**config.mk**
```make
export PLATFORM = sky130hd
export DESIGN_NAME = vote_button_conditioner_flat
export DESIGN_NICKNAME = d
export VERILOG_FILES = /design/src/rtl/voting_pkg.sv /design/src/rtl/vote_button_conditioner_if.sv /design/src/rtl/debounce_cell.sv /design/src/rtl/vote_button_conditioner.sv /design/src/flat_wrapper.sv
export SDC_FILE = /design/constraint.sdc
export NUM_CORES = 1
export LEC_CHECK = 0
export CORE_UTILIZATION = 61
export CTS_CLUSTER_DIAMETER = 100
export DETAILED_ROUTE_END_ITERATION = 6
export PLACE_DENSITY = 0.89
export RECOVER_POWER = 25
export SETUP_SLACK_MARGIN = 0.02
export SLEW_MARGIN = 20
export SYNTH_ARGS = -nofsm -noshare
export SYNTH_HDL_FRONTEND = slang
export SYNTH_SLANG_ARGS = --single-unit
```
**constraint.sdc**
```tcl
create_clock -name clk -period 4.4 [get_ports clk]
set_input_delay 0.66 -clock clk [delete_from_list [all_inputs] [get_ports clk]]
set_output_delay 0.66 -clock clk [all_outputs]
set_load 0.1 [all_outputs]
```
**src/rtl/voting_pkg.sv**
```systemverilog
// Shared types and constants for the voting_machine datapath and its input conditioner.
// No logic; FSM encoding and candidate count only.
package voting_pkg;

   localparam int N_CANDIDATES = 4;

   typedef enum logic [1:0] {
      IDLE         = 2'd0,
      SETTLE       = 2'd1,
      WAIT_RELEASE = 2'd2
   } vc_state_t;

endpackage

```
**src/rtl/vote_button_conditioner_if.sv**
```systemverilog
// Board-side raw inputs and conditioned outputs of vote_button_conditioner.
// slave = the conditioner, master = whoever drives the raw switch/buttons.
interface vote_button_conditioner_if
   import voting_pkg::*;
#(
   parameter int N_BUTTONS = N_CANDIDATES
) ();
   logic                 mode_in;
   logic [N_BUTTONS-1:0] button_in;
   logic                 mode;
   logic [N_BUTTONS-1:0] button_pulse;
   logic                 multi_press;
   logic                 busy;

   modport master (
      output mode_in, button_in,
      input  mode, button_pulse, multi_press, busy
   );

   modport slave (
      input  mode_in, button_in,
      output mode, button_pulse, multi_press, busy
   );
endinterface

```
**src/rtl/debounce_cell.sv**
```systemverilog
// One-bit 2-flop synchronizer plus debouncer; level changes after DEBOUNCE_CYCLES
// consecutive cycles of disagreement, 2 + DEBOUNCE_CYCLES cycles from the raw edge.
module debounce_cell #(
   parameter int DEBOUNCE_CYCLES = 10
) (
   input  logic clk,
   input  logic rst,
   input  logic raw,
   output logic level
);
   localparam int CNT_W = $clog2(DEBOUNCE_CYCLES + 1);

   logic [1:0]       sync;
   logic [CNT_W-1:0] cnt;

   always_ff @(posedge clk) begin
      if (!rst) begin
         sync  <= '0;
         cnt   <= '0;
         level <= 1'b0;
      end else begin
         sync <= {sync[0], raw};
         // Any agreeing cycle restarts the count, so short glitches never land.
         if (sync[1] != level) begin
            if (cnt == CNT_W'(DEBOUNCE_CYCLES - 1)) begin
               level <= sync[1];
               cnt   <= '0;
            end else begin
               cnt <= cnt + CNT_W'(1);
            end
         end else begin
            cnt <= '0;
         end
      end
   end
endmodule

```
**src/rtl/vote_button_conditioner.sv**
```systemverilog
// Conditions raw mode switch and candidate buttons into one-hot single-cycle votes for voting_machine.
// Vote appears 2 + DEBOUNCE_CYCLES + WINDOW_CYCLES cycles after the raw press; presses during WAIT_RELEASE are dropped.
module vote_button_conditioner
   import voting_pkg::*;
#(
   parameter int N_BUTTONS       = N_CANDIDATES,
   parameter int DEBOUNCE_CYCLES = 10,
   parameter int WINDOW_CYCLES   = 4
) (
   input logic                       clk,
   input logic                       rst,
   vote_button_conditioner_if.slave  bus
);
   localparam int WIN_W = $clog2(WINDOW_CYCLES + 1);

   logic [N_BUTTONS-1:0] deb;
   logic [1:0]           mode_sync;
   logic                 mode_prev;

   vc_state_t            state, state_n;
   logic [WIN_W-1:0]     win_cnt, win_n;
   logic [N_BUTTONS-1:0] snapshot, snap_n, snap_all;
   logic [N_BUTTONS-1:0] pulse_q, pulse_n;
   logic                 multi_q, multi_n;
   logic                 busy_q;
   logic                 mode_chg;
   logic                 snap_multi;

   for (genvar i = 0; i < N_BUTTONS; i++) begin : g_btn
      debounce_cell #(
         .DEBOUNCE_CYCLES(DEBOUNCE_CYCLES)
      ) u_db (
         .clk   (clk),
         .rst   (rst),
         .raw   (bus.button_in[i]),
         .level (deb[i])
      );
   end

   assign mode_chg   = mode_sync[1] != mode_prev;
   assign snap_all   = snapshot | deb;
   // More than one bit set <=> clearing the lowest set bit leaves something behind.
   assign snap_multi = (snap_all & (snap_all - N_BUTTONS'(1))) != '0;

   always_comb begin
      state_n = state;
      win_n   = win_cnt;
      snap_n  = snapshot;
      pulse_n = '0;
      multi_n = 1'b0;
      case (state)
         IDLE: begin
            if (deb != '0) begin
               state_n = SETTLE;
               win_n   = WIN_W'(WINDOW_CYCLES - 1);
               snap_n  = deb;
            end
         end
         SETTLE: begin
            snap_n = snap_all;
            if (mode_chg) begin
               state_n = WAIT_RELEASE;
            end else if (win_cnt == '0) begin
               state_n = WAIT_RELEASE;
               if (!mode_sync[1]) begin
                  if (snap_multi) multi_n = 1'b1;
                  else            pulse_n = snap_all;
               end
            end else begin
               win_n = win_cnt - WIN_W'(1);
            end
         end
         WAIT_RELEASE: begin
            if (deb == '0) state_n = IDLE;
         end
         default: state_n = IDLE;
      endcase
   end

   always_ff @(posedge clk) begin
      if (!rst) begin
         state     <= IDLE;
         win_cnt   <= '0;
         snapshot  <= '0;
         pulse_q   <= '0;
         multi_q   <= 1'b0;
         busy_q    <= 1'b0;
         mode_sync <= '0;
         mode_prev <= 1'b0;
      end else begin
         state     <= state_n;
         win_cnt   <= win_n;
         snapshot  <= snap_n;
         pulse_q   <= pulse_n;
         multi_q   <= multi_n;
         busy_q    <= state_n != IDLE;
         mode_sync <= {mode_sync[0], bus.mode_in};
         mode_prev <= mode_sync[1];
      end
   end

   assign bus.mode         = mode_sync[1];
   assign bus.button_pulse = pulse_q;
   assign bus.multi_press  = multi_q;
   assign bus.busy         = busy_q;
endmodule

```
**src/flat_wrapper.sv**
```systemverilog
// flat-port wrapper written by rule: the top's interface ports become plain ports
module vote_button_conditioner_flat import voting_pkg::*;
#(
   parameter int N_BUTTONS       = N_CANDIDATES,
   parameter int DEBOUNCE_CYCLES = 10,
   parameter int WINDOW_CYCLES   = 4
)
  (clk, rst, bus_mode_in, bus_button_in, bus_mode, bus_button_pulse, bus_multi_press, bus_busy);
  vote_button_conditioner_if #(.N_BUTTONS(N_BUTTONS)) bus_i ();
  input logic clk;
  input logic rst;
  input wire logic [$bits(bus_i.mode_in)-1:0] bus_mode_in;
  input wire logic [$bits(bus_i.button_in)-1:0] bus_button_in;
  output wire logic [$bits(bus_i.mode)-1:0] bus_mode;
  output wire logic [$bits(bus_i.button_pulse)-1:0] bus_button_pulse;
  output wire logic [$bits(bus_i.multi_press)-1:0] bus_multi_press;
  output wire logic [$bits(bus_i.busy)-1:0] bus_busy;
  assign bus_i.mode_in = bus_mode_in;
  assign bus_i.button_in = bus_button_in;
  assign bus_mode = bus_i.mode;
  assign bus_button_pulse = bus_i.button_pulse;
  assign bus_multi_press = bus_i.multi_press;
  assign bus_busy = bus_i.busy;
  vote_button_conditioner #(.N_BUTTONS(N_BUTTONS), .DEBOUNCE_CYCLES(DEBOUNCE_CYCLES), .WINDOW_CYCLES(WINDOW_CYCLES)) u_core (.clk(clk), .rst(rst), .bus(bus_i));
endmodule
```
---- Word-level counts from Yosys, hierarchy flattened ----
Index checks and enable logic that the tools add are counted.
word-level totals
  output and inout port bits .............. 7
  flip-flop bits (word level) ............. 46
  memories ................................ 0
  bits in writable memories ............... 0
  latch bits .............................. 0
  bits of input ports ..................... 7
  word-level logic and storage cells ...... 80
  bits in read-only memories .............. 0
operators by class
  div/mod/pow operators ................... 0
  bitwise gates (word level) .............. 9
  eq/ne operators ......................... 14
  order comparisons ....................... 0
  $mul .................................... 0
  add/sub/neg operators ................... 6
  reductions and logical operators ........ 19
  multiplexer cells ....................... 12
  shift-type cells ........................ 0
operators by type and width
  kind                 number
  $add 4x1->4 const B  4
  $eq 4x4->1 const B   4
  $reduce_or 3->1      4
  $reduce_and 2->1     5
  $mux 3               3
  $mux 2               4
  $pmux 4 s2           1
  $reduce_bool 4->1    2
  $not 1->1            7
  $pmux 2 s3           1
  $pmux 3 s2           1
  $reduce_or 6->1      1
  $ne 1x1->1           5
  $reduce_or 5->1      1
  $and 4x4->4          1
  $logic_not 4->1      1
  $mux 4               1
  $ne 2x2->1 const B   2
  $or 4x4->4           1
  $reduce_and 4->1     1
  $reduce_bool 2->1    2
  $sub 4x1->4 const B  1
  $logic_not 3->1      1
  $sub 3x1->3 const B  1
  5 further kinds      5

---- Longest topological paths before layout ----
Gate-level depths: netlist (run 1).
  depth after elaboration ................. 5
  gate-level depth with buffers ........... 5
  mapped depth without buffers ............ 5

---- Cells and area by module ----
Synthesis (run 1) repeated with hierarchy kept, for this count alone.
unflattened totals
  cell total of the unflattened synthesis .. 178
  area total of the unflattened synthesis .. 1866.8 µm²
modules (own cells, without submodules)
  module                   instances  cells an instance  sequential area each (µm²)  area an instance (µm²)
  debounce_cell            4          24                 140.1                       274.0
  vote_button_conditioner  1          82                 360.3                       770.7

---- Worst setup path after synthesis (run 1) ----
Ideal clock, no wire load.
  kind .................................... reg-to-reg
  start point ............................. reg u_core.mode_sync[1]
  end point ............................... reg u_core.win_cnt[1]
  path buffers ............................ 0
  required time ........................... 4278 ps
  library setup time ...................... 122 ps
  arrival time ............................ 2069 ps
  period minus slack after synthesis ...... 2191 ps
  stages on the path, launching flop included .. 5
  slack ................................... 2209 ps
  cell sequence ........................... dfxtp_1 > inv_1 > ha_1 > or4b_1 > o311a_1
between the ends
  longest elaborated chain between the ends .. 3
RTL lines
  item                               line                           text
  start, declared                    vote_button_conditioner.sv:17  logic [1:0] mode_sync;
  start signal, assigned             vote_button_conditioner.sv:97  mode_sync <= {mode_sync[0], bus.mode_in};
  $ne 1x1->1                         vote_button_conditioner.sv:40  assign mode_chg = mode_sync[1] != mode_prev;
  $ne 2x2->1 (no source line)        --
  $reduce_and 4->1 (no source line)  --
  end signal, assigned               vote_button_conditioner.sv:92  win_cnt <= win_n;
  end, declared                      vote_button_conditioner.sv:21  logic [WIN_W-1:0] win_cnt, win_n;
No other way between the ends.
A chain may end at the register's enable or synchronous reset.

---- Worst setup path after layout (run 1) ----
  start point ............................. reg u_core.mode_sync[1]
  end point ............................... out bus_mode
RTL lines
  item           line                text
  end, declared  flat_wrapper.sv:14  output wire logic [$bits(bus_i.mode)-1:0] bus_mode;
No word-level cell between the ends.

==> results_tabular.tex, run 1 <==
\begin{tabular}{lr}
\hline
Metric & Value \\
\hline
\multicolumn{2}{l}{\textbf{Global routing}} \\
\quad Via count of the first global-routing pass & 1335 \\
\quad Wire length of the first global-routing pass & 5.589 mm \\
\quad Congestion Overflow GR & 0 \\
\quad Initial antenna violation count & 0 \\
\quad Maximum number of pins on one net before global-route repair & 35 \\
\quad GRT Util Overall & 22.89\% \\
\multicolumn{2}{l}{\textbf{Die}} \\
\quad Number of top-level pins & 14 \\
\quad DIE HEIGHT & 57.28 um \\
\quad Initial core utilization & 65.90\% \\
\quad Cell Rows & 19 \\
\quad Die W & 57.28 um \\
\quad Die Footprint & 3281 um\^{}2 \\
\quad Area of the core & 2829 um\^{}2 \\
\multicolumn{2}{l}{\textbf{STA}} \\
\quad Highest attainable clock frequency & 388.9 MHz \\
\quad Unrepaired setup endpoints after global routing & no \\
\quad Final hold vios & 0 \\
\quad Pins over their slew limit & 0 \\
\quad Slew margin rel. & 35.29\% \\
\quad TNS Setup & 0 ns \\
\quad Worst slack on hold paths & 0.4494 ns \\
\quad Final period demand of the worst path & 2.571 ns \\
\quad Final Cycle Share & 58.43\% \\
\quad Fin worst setup slack & 1.829 ns \\
\quad Fin Clk Skew & 0.004399 ns \\
\quad Final setup violation count & 0 \\
\quad Least-Margin Pin Slew & 0.9676 ns \\
\multicolumn{2}{l}{\textbf{Route}} \\
\quad Routed vias/inst & 5.815 \\
\quad Total routed wirelength & 3.232 mm \\
\quad Total via count after detailed routing & 1320 \\
\quad DRC violation count after routing & 2 \\
\quad Routed wire per std cell & 14.24 um \\
\quad 1st-iter DRT viols & 42 \\
\quad Drt first pass iters & 7 \\
\quad Count of antenna-violating nets left after detailed routing & 0 \\
\multicolumn{2}{l}{\textbf{Yosys}} \\
\quad Number of flip-flops and latches in the synthesized netlist & 46 \\
\quad Mapped Avg Cell Area & 10.13 um\^{}2 \\
\quad Synthesized netlist cell count & 184 \\
\quad Net count after synthesis & 202 \\
\quad Share of Yosys cell area claimed by the top area cell type & 49.40\% \\
\quad Distinct cell type count of the synthesized netlist & 35 \\
\quad Biggest area consumer among synthesized cells & sky130\_fd\_sc\_hd\_\_dfxtp\_1 \\
\quad Summed instance area of the synthesized netlist & 1864 um\^{}2 \\
\quad Sequential area share after synthesis & 49.40\% \\
\quad Number of synthesis warnings & 0 \\
\quad Leading cell types by total area after synthesis & sky130\_fd\_sc\_hd\_\_dfxtp\_1, sky130\_fd\_sc\_hd\_\_ha\_1, sky130\_fd\_sc\_hd\_\_nor2\_1, sky130\_fd\_sc\_hd\_\_and2\_1, sky130\_fd\_sc\_hd\_\_xor2\_1 \\
\multicolumn{2}{l}{\textbf{Placed design}} \\
\quad Dpl ws & 1.773 ns \\
\quad Detailed-placement wirelength estimate & 2.267 mm \\
\quad Final estimated routing congestion in global placement & 0.8062 \\
\quad Count of port buffers added during placement & 13 \\
\multicolumn{2}{l}{\textbf{Clock tree}} \\
\quad Clock tree sinks & 46 \\
\quad CTS Root Buffer Type & sky130\_fd\_sc\_hd\_\_clkbuf\_4 \\
\quad Post-cts sizing count & 0 \\
\quad TritonCTS clock tree & built \\
\quad CTS Buf Count & 5 \\
\quad Clock latency on the worst-skew pair & 0.35 ns \\
\quad H-tree level count & 2 \\
\quad Worst-path clk slew & 0.11 ns \\
\quad Number of post-CTS setup repair buffers & 0 \\
\quad Post-CTS Hold Fix Bufs & 0 \\
\quad Number of buffers on the longest clock path & 2 \\
\multicolumn{2}{l}{\textbf{Setup path}} \\
\quad Maximum cell stage delay along the critical path & 1.15 ns \\
\quad Critical path data arrival time & 1.91 ns \\
\quad Category of cells accounting for the largest share of critical-path delay & buffers and inverters \\
\quad Count of buffer and inverter cells on the critical path & 1 \\
\quad Peak fanout along the critical path & 4 \\
\quad Critical path, cell by cell & clkdlybuf4s50\_1 \\
\quad Required @ worst endpoint & 3.74 ns \\
\quad Crit end category & primary output \\
\quad Critical path type & reg2out \\
\quad Cell with the largest stage delay on the worst path & sky130\_fd\_sc\_hd\_\_clkdlybuf4s50\_1 \\
\quad Startpoint type of the worst setup path & register \\
\multicolumn{2}{l}{\textbf{Layout}} \\
\quad Commonest cells after routing, fill and taps aside & sky130\_fd\_sc\_hd\_\_dfxtp\_1, sky130\_fd\_sc\_hd\_\_nor2\_1, sky130\_fd\_sc\_hd\_\_clkdlybuf4s50\_1, sky130\_fd\_sc\_hd\_\_and2\_1, sky130\_fd\_sc\_hd\_\_ha\_1 \\
\quad Number of antenna cells inserted & 0 \\
\quad Number of filler cells placed in the layout & 211 \\
\quad Most frequent standard cell in the layout excluding fill and tap cells & sky130\_fd\_sc\_hd\_\_dfxtp\_1 \\
\quad End-of-flow core utilization & 72.09\% \\
\quad Final layout net count & 214 \\
\quad Area added between synthesis and finish & 9.396\% \\
\quad Proportion of layout cells with a drive suffix above 1 & 5.612\% \\
\multicolumn{2}{l}{\textbf{Run status}} \\
\quad Outcome & finished, violations left \\
\quad Failing checks & design-rule violations \\
\multicolumn{2}{l}{\textbf{Run}} \\
\quad Max-cap violations & 0 \\
\multicolumn{2}{l}{\textbf{Pwr}} \\
\quad Total Power Consumption & 628.3 uW \\
\quad Lkg Pwr & 0.0008241 uW \\
\quad Power per cell area & 308.1 nW/um\^{}2 \\
\quad Worst vdd rail ir drop & 0.0002498 V \\
\multicolumn{2}{l}{\textbf{Hold path}} \\
\quad Worst min path class & reg2reg \\
\hline
\end{tabular}
-- layout make-up --
class	count	area (um^2)	share of cell area, %
flip-flops and latches	46	920.9	45.15
inverters	10	37.54	1.840
repair buffers	13	130.1	6.380
multi-input cells	120	867.1	42.52
well taps	31	38.79	1.902
clock buffers	7	45.04	2.209
-- sequential cells by signal (all words and copies together) (netlist names) --
name	flops
u_core.mode_prev	1
u_core.bus.button_pulse	4
u_core.snapshot	4
u_core.bus.busy	1
u_core.bus.multi_press	1
u_core.win_cnt	3
u_core.g_btn.u_db.sync	8
u_core.g_btn.u_db.level	4
u_core.g_btn.u_db.cnt	16
u_core.state	2
u_core.mode_sync	2
-- where the power goes --
group | switching (uW) | internal [uW] | leakage [uW]
clock network | 120 | 60.4 | 0.0000254
logic | 11.7 | 10.9 | 0.000426
registers | 3.12 | 422 | 0.000373
total | 135 | 493 | 0.000824
-- per-stage QoR --
step / cells / cell area [um^2]
global route: 227 / 2039
detailed placement: 220 / 1994
CTS: 227 / 2039
finish: 227 / 2039
floorplan: 184 / 1864
global placement: 220 / 1994
-- layer usage --
layer | vias to the layer above | wire length (um) | global-route usage (%)
met3 | 18 | 146 | 8.617
met1 | 614 | 1251 | 23.80
met2 | 38 | 1687 | 39.50
met4 | 0 | 145 | 13.24
li1 | 650 | - | -
met5 | - | 0 | 0
-- Yosys cell counts, drive strengths merged --
cell	count
dfxtp	46
nor2	21
and2	12
ha	11
inv	10
nand3	8
xor2	8
clkbuf	6
nand3b	6
nor2b	6
mux2i	5
nand2	5
nor3	4
nor4	4
xnor2	4
nor4b	3
o21a	3
o21ai	3
o31a	3
buf	2
nand4	2
o221a	2
o311ai	2
a21oi	1
and3b	1
nand2b	1
nor3b	1
o221ai	1
o311a	1
o41a	1
or4b	1
-- worst paths after layout --
path	startpoint	to	slack [ns]	cells past startpoint
worst max-delay path	u_core.mode_sync[1]	bus_mode	1.83	1
worst min register to register	u_core.mode_sync[0]	u_core.mode_sync[1]	0.45	1
worst max register to register	u_core.win_cnt[0]	u_core.bus.button_pulse[3]	2.56	5
worst min-delay path	u_core.mode_sync[0]	u_core.mode_sync[1]	0.45	1
-- cells by family (layout without fill, tap and decap cells) --
group                      Yosys count  count (layout)  share of synthesized area (%)
and+or+nand+nor                     75              75                          23.16
AOI/OAI and AO/OA                   17              17                          7.651
adders and majority gates           11              11                          7.382
muxes                                5               5                          2.685
buffers and inverters               18              30                          4.094
xor gates and xnor gates            12              12                          5.638
DFF                                 46              46                          49.40
Note: power is estimated with default switching activity, not from simulation.
==> run 2: changes to the inputs <==
Settings changed: CORE_UTILIZATION 61 to 56, PLACE_DENSITY 0.89 to 0.83.
Clock period 4.4 ns to 2.5 ns, I/O delays scaled along.
==> results_tabular.tex, run 2 (synthesized netlist as in run 1, its figures left out) <==
\begin{tabular}{lr}
\hline
Metric & Value \\
\hline
\multicolumn{2}{l}{\textbf{Clock tree}} \\
\quad Number of buffers on the longest clock path & 2 \\
\quad Worst-path clk slew & 0.12 ns \\
\quad TritonCTS clock tree & built \\
\quad CTS Root Buffer Type & sky130\_fd\_sc\_hd\_\_clkbuf\_4 \\
\quad CTS Buf Count & 5 \\
\quad H-tree level count & 2 \\
\quad Clock latency on the worst-skew pair & 0.35 ns \\
\quad Post-CTS Hold Fix Bufs & 0 \\
\quad Post-cts sizing count & 0 \\
\quad Clock tree sinks & 46 \\
\quad Number of post-CTS setup repair buffers & 0 \\
\multicolumn{2}{l}{\textbf{Global routing}} \\
\quad Maximum number of pins on one net before global-route repair & 34 \\
\quad Initial antenna violation count & 0 \\
\quad Congestion Overflow GR & 0 \\
\quad GRT Util Overall & 20.38\% \\
\quad Wire length of the first global-routing pass & 5.264 mm \\
\quad Via count of the first global-routing pass & 1278 \\
\multicolumn{2}{l}{\textbf{Die}} \\
\quad DIE HEIGHT & 59.70 um \\
\quad Area of the core & 3103 um\^{}2 \\
\quad Cell Rows & 20 \\
\quad Initial core utilization & 60.08\% \\
\quad Number of top-level pins & 14 \\
\quad Die Footprint & 3564 um\^{}2 \\
\quad Die W & 59.70 um \\
\multicolumn{2}{l}{\textbf{Hold path}} \\
\quad Hold Startpoint & u\_core.g\_btn[0].u\_db.sync[0] \\
\quad Number of cells on the worst hold path & 1 \\
\quad Worst min path class & reg2reg \\
\quad Hold-critical path endpoint & u\_core.g\_btn[0].u\_db.sync[1] \\
\multicolumn{2}{l}{\textbf{Layout}} \\
\quad Largest registers & u\_core.g\_btn.u\_db.cnt x16, u\_core.g\_btn.u\_db.sync x8 \\
\quad Flip-flop count of the largest register, all copies and words added & 16 \\
\quad Proportion of layout cells with a drive suffix above 1 & 10.10\% \\
\quad Seq. cell area & 920.9 um\^{}2 \\
\quad Most frequent standard cell in the layout excluding fill and tap cells & sky130\_fd\_sc\_hd\_\_dfxtp\_1 \\
\quad Reg with most FFs & u\_core.g\_btn.u\_db.cnt \\
\quad Number of filler cells placed in the layout & 279 \\
\quad Number of antenna cells inserted & 0 \\
\quad Area used by multi-input combinational logic & 867.1 um\^{}2 \\
\quad Area added between synthesis and finish & 10.34\% \\
\quad Final layout net count & 215 \\
\quad Post-Layout Inst Area & 2057 um\^{}2 \\
\quad Commonest cells after routing, fill and taps aside & sky130\_fd\_sc\_hd\_\_dfxtp\_1, sky130\_fd\_sc\_hd\_\_nor2\_1, sky130\_fd\_sc\_hd\_\_ha\_1, sky130\_fd\_sc\_hd\_\_inv\_1 \\
\multicolumn{2}{l}{\textbf{Setup path}} \\
\quad Worst r2r src & u\_core.win\_cnt[0] \\
\quad Cell with the largest stage delay on the worst path & sky130\_fd\_sc\_hd\_\_clkbuf\_1 \\
\quad Worst reg2reg setup slack & 0.79 ns \\
\quad Number of cells traversed by the worst register-to-register path & 5 \\
\quad Critical path data arrival time & 2.19 ns \\
\quad Crit end category & register \\
\quad Startpoint type of the worst setup path & input port \\
\quad Endpoint of the lowest-slack register-to-register path & u\_core.bus.button\_pulse[2] \\
\quad Required @ worst endpoint & 2.79 ns \\
\quad Critical path type & in2reg \\
\quad Count of buffer and inverter cells on the critical path & 2 \\
\quad Peak fanout along the critical path & 33 \\
\quad Maximum cell stage delay along the critical path & 0.83 ns \\
\quad Critical path, cell by cell & clkdlybuf4s50\_1 > clkbuf\_1 > o311ai\_0 > mux2i\_1 \\
\quad Category of cells accounting for the largest share of critical-path delay & buffers and inverters \\
\multicolumn{2}{l}{\textbf{Route}} \\
\quad Count of antenna-violating nets left after detailed routing & 0 \\
\quad Total routed wirelength & 2.988 mm \\
\quad Total via count after detailed routing & 1278 \\
\quad 1st-iter DRT viols & 23 \\
\quad Routed vias/inst & 5.281 \\
\quad DRC violation count after routing & 0 \\
\quad Routed wire per std cell & 12.35 um \\
\quad Drt first pass iters & 4 \\
\multicolumn{2}{l}{\textbf{Placed design}} \\
\quad Detailed-placement wirelength estimate & 2.152 mm \\
\quad Count of port buffers added during placement & 13 \\
\quad Cell area after placement & 2001 um\^{}2 \\
\quad Final estimated routing congestion in global placement & 0.8035 \\
\quad Dpl ws & 0.8651 ns \\
\multicolumn{2}{l}{\textbf{STA}} \\
\quad Unrepaired setup endpoints after global routing & no \\
\quad Fin worst setup slack & 0.6013 ns \\
\quad Highest attainable clock frequency & 526.7 MHz \\
\quad Pins over their slew limit & 0 \\
\quad Least-Margin Pin Slew & 1.112 ns \\
\quad TNS Setup & 0 ns \\
\quad Final hold vios & 0 \\
\quad Worst slack on hold paths & 0.4490 ns \\
\quad Fin Clk Skew & 0.01242 ns \\
\quad Final setup violation count & 0 \\
\quad Final Cycle Share & 75.95\% \\
\quad Final period demand of the worst path & 1.899 ns \\
\quad Slew margin rel. & 25.86\% \\
\multicolumn{2}{l}{\textbf{Pwr}} \\
\quad Worst vdd rail ir drop & 0.0003467 V \\
\quad Power per cell area & 555.5 nW/um\^{}2 \\
\quad Lkg Pwr & 0.0008462 uW \\
\multicolumn{2}{l}{\textbf{Run}} \\
\quad Max-cap violations & 0 \\
\multicolumn{2}{l}{\textbf{Run status}} \\
\quad Outcome & finished, final reports clean \\
\hline
\end{tabular}
==> run 2: cell types whose count changed in the layout (fill, tap and decap cells not counted), sizes merged <==
cell / delta
buf: +7
clkbuf: +1
clkdlybuf4s50: -6
clkinv: +1
dlygate4sd3: -1
==> run 2: per-stage QoR <==
| stage | power [uW] | utilization (%) | instances |
|---|---|---|---|
| final | 1143 | 66.29 | 242 |
| after global placement | 803.4 | 64.48 | 234 |
| after floorplan | 788.5 | - | 184 |
| after detailed placement | 805.7 | 64.48 | 234 |
| after CTS | 1160 | 66.41 | 242 |
| after global routing | 1195 | 66.29 | 242 |
==> run 2: cell type report <==
type	count	share of cell area [%]
sequential	46	44.77
multi-input combinational	120	42.15
timing repair buffer	14	5.657
clock buffer	7	2.676
tap	44	2.676
inverter	10	1.825
clock inverter	1	0.2433
==> run 2: where the power goes <==
group          internal [uW]  switching, uW
Sequential               743           5.26
Combinational           19.3           20.6
Clock                    137            218
==> run 2: how the worst max path moves through the flow <==
stage,from,endpoint,depth (start not counted)
finish,rst,u_core.win_cnt[2],4
detailed placement,u_core.win_cnt[0],u_core.bus.button_pulse[3],5
global placement,rst,u_core.bus.multi_press,4
global route,rst,u_core.win_cnt[2],4
CTS,u_core.win_cnt[0],u_core.bus.button_pulse[3],5
floorplan,u_core.mode_sync[1],u_core.win_cnt[1],4
==> run 2: metal layers <==
layer,GRT usage [%],share of wire [%],up-vias
li1,-,-,652
met1,21.16,41,594
met2,36.19,54,27
met3,6.494,3.7,5
met4,10.96,1.5,0
met5,0,0,-
